<file path="config.mk">
export PLATFORM = sky130hd
export DESIGN_NAME = wb_uart_master
export DESIGN_NICKNAME = d
export VERILOG_FILES = /design/src/rtl/wb_uart_master.sv
export SDC_FILE = /design/constraint.sdc
export NUM_CORES = 1
export LEC_CHECK = 0
export CAP_MARGIN = 20
export CORE_UTILIZATION = 50
export CTS_BUF_LIST = sky130_fd_sc_hd__clkbuf_4 sky130_fd_sc_hd__clkbuf_8
export DETAILED_ROUTE_END_ITERATION = 10
export PLACE_DENSITY_LB_ADDON = 0.15
export SLEW_MARGIN = 20
export SYNTH_ARGS = -nofsm -noshare
export SYNTH_HDL_FRONTEND = slang
export SYNTH_SLANG_ARGS = --single-unit
export TNS_END_PERCENT = 100
</file>
<file path="constraint.sdc">
create_clock -name i_clk -period 5.2 [get_ports i_clk]
set_clock_uncertainty 0.05 [all_clocks]
set_input_delay 1.3 -clock i_clk [delete_from_list [all_inputs] [get_ports i_clk]]
set_output_delay 1.3 -clock i_clk [all_outputs]
set_load 0.02 [all_outputs]
</file>
<file path="src/rtl/wb_uart_master.sv">
`default_nettype none
// +----------------------------------------------------------------------------+
// | Module   : wb_uart_master                                                  |
// | Purpose  : UART-byte-command driven Wishbone (pipelined) single-word       |
// |            master. Frames: opcode, 4 addr bytes MSB first, [4 data bytes]. |
// |            Returns 'K' for writes, 4 data bytes for reads, 'E' on timeout. |
// | Option   : WB_UART_MASTER_AUTOINC_EN adds 'w'/'r' opcodes that reuse the  |
// |            stored address, which is advanced by 4 after every transaction.|
// | Revision : 1.0  initial release                                           |
// +----------------------------------------------------------------------------+
module wb_uart_master #(
  parameter int unsigned TIMEOUT_CYCLES = 1024,
  parameter logic [7:0]  OP_WRITE       = 8'h57,
  parameter logic [7:0]  OP_READ        = 8'h52,
  parameter logic [7:0]  RESP_OK        = 8'h4B,
  parameter logic [7:0]  RESP_ERR       = 8'h45
) (
  input  logic        i_clk,
  input  logic        i_rst,
  input  logic [7:0]  i_rx_data,
  input  logic        i_rx_valid,
  output logic [7:0]  o_tx_data,
  output logic        o_tx_valid,
  input  logic        i_tx_busy,
  output logic        o_wb_cyc,
  output logic        o_wb_stb,
  output logic        o_wb_we,
  output logic [31:0] o_wb_addr,
  output logic [31:0] o_wb_data,
  output logic [3:0]  o_wb_sel,
  input  logic        i_wb_stall,
  input  logic        i_wb_ack,
  input  logic [31:0] i_wb_data,
  output logic        o_busy,
  output logic        o_err
);

  localparam logic [15:0] TMO_LAST = 16'(TIMEOUT_CYCLES - 1);
`ifdef WB_UART_MASTER_AUTOINC_EN
  localparam logic [7:0] OP_WRITE_INC = 8'h77;
  localparam logic [7:0] OP_READ_INC  = 8'h72;
`endif

  typedef enum logic [2:0] {
    S_IDLE     = 3'd0,
    S_ADDR     = 3'd1,
    S_DATA     = 3'd2,
    S_BUS_REQ  = 3'd3,
    S_BUS_WAIT = 3'd4,
    S_TX_LOAD  = 3'd5,
    S_TX_GAP   = 3'd6
  } state_t;

  state_t      state;
  state_t      state_nxt;
  logic        we;
  logic [31:0] addr;
  logic [31:0] wdata;
  logic [31:0] tx_shift;
  logic [1:0]  byte_cnt;
  logic [1:0]  tx_left;
  logic [15:0] tmo_cnt;
  logic        err;
  logic        cyc;
  logic        stb;
  logic        tx_fire;
  logic        bus_ack;
  logic        bus_abort;
  logic        tmo_hit;

  assign tmo_hit = (tmo_cnt == TMO_LAST);

  // State register; async reset drops every state-derived output at once
  always_ff @(posedge i_clk or posedge i_rst) begin
    if (i_rst) state <= S_IDLE;
    else       state <= state_nxt;
  end

  // Next-state decode and state-derived bus/TX strobes
  always_comb begin
    state_nxt = state;
    cyc       = 1'b0;
    stb       = 1'b0;
    tx_fire   = 1'b0;
    bus_ack   = 1'b0;
    bus_abort = 1'b0;
    case (state)
      S_IDLE: begin
        if (i_rx_valid) begin
          if (i_rx_data == OP_WRITE || i_rx_data == OP_READ) state_nxt = S_ADDR;
`ifdef WB_UART_MASTER_AUTOINC_EN
          else if (i_rx_data == OP_WRITE_INC) state_nxt = S_DATA;
          else if (i_rx_data == OP_READ_INC)  state_nxt = S_BUS_REQ;
`endif
        end
      end
      S_ADDR: begin
        if (i_rx_valid && byte_cnt == 2'd3) state_nxt = we ? S_DATA : S_BUS_REQ;
      end
      S_DATA: begin
        if (i_rx_valid && byte_cnt == 2'd3) state_nxt = S_BUS_REQ;
      end
      S_BUS_REQ: begin
        cyc = 1'b1;
        stb = 1'b1;
        // An ACK only counts once the request is accepted (no stall)
        if (!i_wb_stall && i_wb_ack) begin
          bus_ack   = 1'b1;
          state_nxt = S_TX_LOAD;
        end else if (tmo_hit) begin
          bus_abort = 1'b1;
          state_nxt = S_TX_LOAD;
        end else if (!i_wb_stall) begin
          state_nxt = S_BUS_WAIT;
        end
      end
      S_BUS_WAIT: begin
        cyc = 1'b1;
        if (i_wb_ack) begin
          bus_ack   = 1'b1;
          state_nxt = S_TX_LOAD;
        end else if (tmo_hit) begin
          bus_abort = 1'b1;
          state_nxt = S_TX_LOAD;
        end
      end
      S_TX_LOAD: begin
        if (!i_tx_busy) begin
          tx_fire   = 1'b1;
          state_nxt = S_TX_GAP;
        end
      end
      S_TX_GAP: begin
        state_nxt = (tx_left != 2'd0) ? S_TX_LOAD : S_IDLE;
      end
      default: state_nxt = S_IDLE;
    endcase
  end

  // Frame capture, timeout counting, response staging and address advance
  always_ff @(posedge i_clk or posedge i_rst) begin
    if (i_rst) begin
      we       <= 1'b0;
      addr     <= 32'h0;
      wdata    <= 32'h0;
      tx_shift <= 32'h0;
      byte_cnt <= 2'd0;
      tx_left  <= 2'd0;
      tmo_cnt  <= 16'h0;
      err      <= 1'b0;
    end else begin
      err <= bus_abort;
      case (state)
        S_IDLE: begin
          byte_cnt <= 2'd0;
          if (i_rx_valid) begin
            if (i_rx_data == OP_WRITE)     we <= 1'b1;
            else if (i_rx_data == OP_READ) we <= 1'b0;
`ifdef WB_UART_MASTER_AUTOINC_EN
            else if (i_rx_data == OP_WRITE_INC) we <= 1'b1;
            else if (i_rx_data == OP_READ_INC)  we <= 1'b0;
`endif
          end
        end
        S_ADDR: begin
          if (i_rx_valid) begin
            addr     <= {addr[23:0], i_rx_data};
            byte_cnt <= byte_cnt + 2'd1;
          end
        end
        S_DATA: begin
          if (i_rx_valid) begin
            wdata    <= {wdata[23:0], i_rx_data};
            byte_cnt <= byte_cnt + 2'd1;
          end
        end
        S_BUS_REQ, S_BUS_WAIT: begin
          tmo_cnt <= tmo_cnt + 16'd1;
          if (bus_ack || bus_abort) begin
            tmo_cnt <= 16'h0;
            if (bus_abort) begin
              tx_shift <= {RESP_ERR, 24'h0};
              tx_left  <= 2'd0;
            end else if (we) begin
              tx_shift <= {RESP_OK, 24'h0};
              tx_left  <= 2'd0;
            end else begin
              tx_shift <= i_wb_data;
              tx_left  <= 2'd3;
            end
`ifdef WB_UART_MASTER_AUTOINC_EN
            addr <= {addr[31:2] + 30'd1, 2'b00};
`endif
          end
        end
        S_TX_LOAD: begin
          if (tx_fire) tx_shift <= {tx_shift[23:0], 8'h00};
        end
        S_TX_GAP: begin
          if (tx_left != 2'd0) tx_left <= tx_left - 2'd1;
        end
        default: ;
      endcase
    end
  end

  assign o_wb_cyc   = cyc;
  assign o_wb_stb   = stb;
  assign o_wb_we    = cyc & we;
  assign o_wb_addr  = {addr[31:2], 2'b00};
  assign o_wb_data  = wdata;
  assign o_wb_sel   = cyc ? 4'hF : 4'h0;
  assign o_tx_valid = tx_fire;
  assign o_tx_data  = tx_fire ? tx_shift[31:24] : 8'h00;
  assign o_busy     = (state != S_IDLE);
  assign o_err      = err;

endmodule
`default_nettype wire
</file>
==> metrics.yaml <==
status: "completed"
core-area_um2: 11400
drt_wl_total_um: 12900
cts_buffer_depth: 2
period_needed_ns: 4.51
worstSetupStartpointType: "flop"
wl_per_cell_um: 16.8
crit_fanout: 20
grt_use_total: 0.228
setup_viol: 0
critPathMostFrequentCell: "inv_1"
clock-sinks: 121
layout_common_cells: "clkdlybuf4s50_1 (125), dfrtp_1 (121), mux2_2 (65)"
worstSetupEndpointType: "primary output"
crit_path_cell_trace: "nand3b_4 > inv_1 > a21oi_1 > inv_1 > and2_1 > clkdlybuf4s50_1"
place.gp.congestion: 0.822
ys.flop_type: "dfrtp_1"
worstMarginPinSlew_ns: 1.04
power.leakage_nw: 3.12
die_y_um: 110
cts_setup_buffers: 0
max-slew-margin-rel: 0.307
final_cells: 770
cts_buffers: 17
drive_gt1_frac: 0.203
cts_root_buffer: "clkbuf_8"
start_util: 0.513
slew_viol_final: 0
clk_pin_slew_ns: 0.07
grt_pass1_vias: 4210
synth_cells: 528
synth_edf_count: 0
grt_first_pass_wirelength_um: 20800
place_inst: 738
finalCritPeriodShare: 0.867
slowest_delay_ns: 0.70
final_common_cell: "clkdlybuf4s50_1"
rsz0062_at_grt: "no"
arrival_ns: 3.16
overflow: 0
slowest_stage: "dfrtp_1"
ir_drop_uv: 420
rows: 39
io_buffers: 125
cts_tree: "done"
drc_errors: 0
critPathBufInv: 3
die_x_um: 110
syn-cell-area_um2: 5860
via_count: 4321
hold_viol: 0
ant_nets: 0
antenna-diode-count: 0
htreeDepth: 4
dpl.hpwl_um: 8730
ys_async_sr_fraction: 1.00
nets: 663
syn_avg_cell_area_um2: 11.1
syn_to_final_growth_pct: 25.1
grt_max_degree: 85
cts_hold_buf: 0
dieArea_um2: 12200
insertion_delay_ns: 0.45
powerDensity_nw_per_um2: 609
tns_ns: 0
drtPass1Iterations: 4
ys_seq_area_frac: 0.517
worst_hold_slack_ns: 0.459
synth_cell_types: 55
fmax_ghz: 0.222
cts_resized: 0
via_per_inst: 5.61
ys_warn_count: 0
crit_family: "buffers and inverters"
max-cap-violations: 0
cp_data_required_time_ns: 3.85
initialDrtViolationCount: 238
pin_count: 128
antenna_found_initial: 0
ys_ff_latch: 121
path_class: "reg2out"
hp-class: "reg2reg"
## registers in the layout (all words and copies together), names as in the netlist
register	cells
o_wb_data	32
addr	32
tx_shift	32
o_err	1
byte_cnt	2
we	1
state	3
tmo_cnt	16
tx_left	2
## final timing paths
kind,startpoint,endpoint,slack [ns],cells after the start
setup / recovery,state[2]$_DFFE_PP0P_,o_wb_we,0.69,6
max in group asynchronous,i_rst,tx_shift[27]$_DFFE_PP0P_,3.00,3
setup reg to reg,state[2]$_DFFE_PP0P_,tx_shift[23]$_DFFE_PP0P_,2.50,6
hold reg to reg,tmo_cnt[15]$_DFFE_PP0N_,tmo_cnt[15]$_DFFE_PP0N_,0.46,1
min in group asynchronous,i_rst,o_wb_data[24]$_DFFE_PP0P_,1.31,2
hold / removal,tmo_cnt[15]$_DFFE_PP0N_,tmo_cnt[15]$_DFFE_PP0N_,0.46,1
## per-stage QoR
stage                     instance area [um2]  setup slack [ns]  power (mW)  utilization
after global placement                   6930              1.04        3.58        0.607
after detailed placement                 6930              1.02        3.64        0.607
after global routing                     7330             0.363        4.76        0.642
final                                    7330             0.690        4.46        0.642
after floorplan                          5860             0.636        3.05            -
after CTS                                7320             0.666        4.50        0.641
## cell type report
type	instances	area, um2
Sequential cell	121	3030
Tap cell	143	179
Timing Repair Buffer	134	1320
Clock inverter	14	149
Fill cell	948	4090
Inverter	13	53.8
Clock buffer	18	248
Multi-Input combinational cell	327	2350
## synth_stat cells, drive strengths merged (2+ instances only)
| cell | number | area share |
|---|---|---|
| a21o | 3 | 0.0038 |
| a21oi | 59 | 0.051 |
| a22o | 2 | 0.0030 |
| a22oi | 20 | 0.036 |
| a31oi | 11 | 0.012 |
| a41oi | 2 | 0.0030 |
| and2 | 12 | 0.013 |
| and4 | 2 | 0.0030 |
| buf | 57 | 0.069 |
| clkbuf | 11 | 0.0073 |
| dfrtp | 121 | 0.52 |
| ha | 3 | 0.0064 |
| inv | 13 | 0.0083 |
| mux2 | 65 | 0.12 |
| mux2i | 2 | 0.0034 |
| nand2 | 28 | 0.018 |
| nand2b | 7 | 0.0075 |
| nand3 | 9 | 0.0077 |
| nand3b | 3 | 0.0060 |
| nand4 | 7 | 0.0075 |
| nor2 | 17 | 0.011 |
| nor2b | 2 | 0.0021 |
| nor4 | 4 | 0.0043 |
| o211ai | 2 | 0.0026 |
| o21ai | 41 | 0.035 |
| o22a | 2 | 0.0030 |
| o22ai | 2 | 0.0021 |
| o41ai | 2 | 0.0030 |
| xor2 | 2 | 0.0030 |
## routing by layer
metal | vias up | GRT usage | part of all wire
li1 | 2028 | - | -
met1 | 2154 | 0.303 | 0.44
met2 | 126 | 0.342 | 0.48
met3 | 13 | 0.0764 | 0.060
met4 | 0 | 0.0921 | 0.014
met5 | - | 0 | 0
## worst register-to-register path, delay by kind of cell (launching register included)
kind,cells,cell delay (ns)
compound gates,2,0.80
buf+inv,2,0.40
flops,1,0.70
simple gates,2,0.68
## kinds of logic (layout without fill, tap and decap cells)
family          after synthesis  count (layout)  share of synthesized area
xor+xnor                      3               3                    0.00449
other cells                   1               2                   0.000640
buf+inv                      81             179                     0.0842
fa+ha+maj                     4               4                    0.00812
compound gates              153             153                      0.165
simple gates                 98              98                     0.0921
flops                       121             121                      0.517
mux                          67              67                      0.128
## report_power, final
| group | internal (mW) | switching, mW | leakage, nW |
|---|---|---|---|
| clock network | 0.438 | 0.405 | 0.180 |
| registers | 1.33 | 0.303 | 1.51 |
| logic | 0.954 | 1.03 | 1.44 |
No activity file was read; power rests on OpenSTA's default activity.
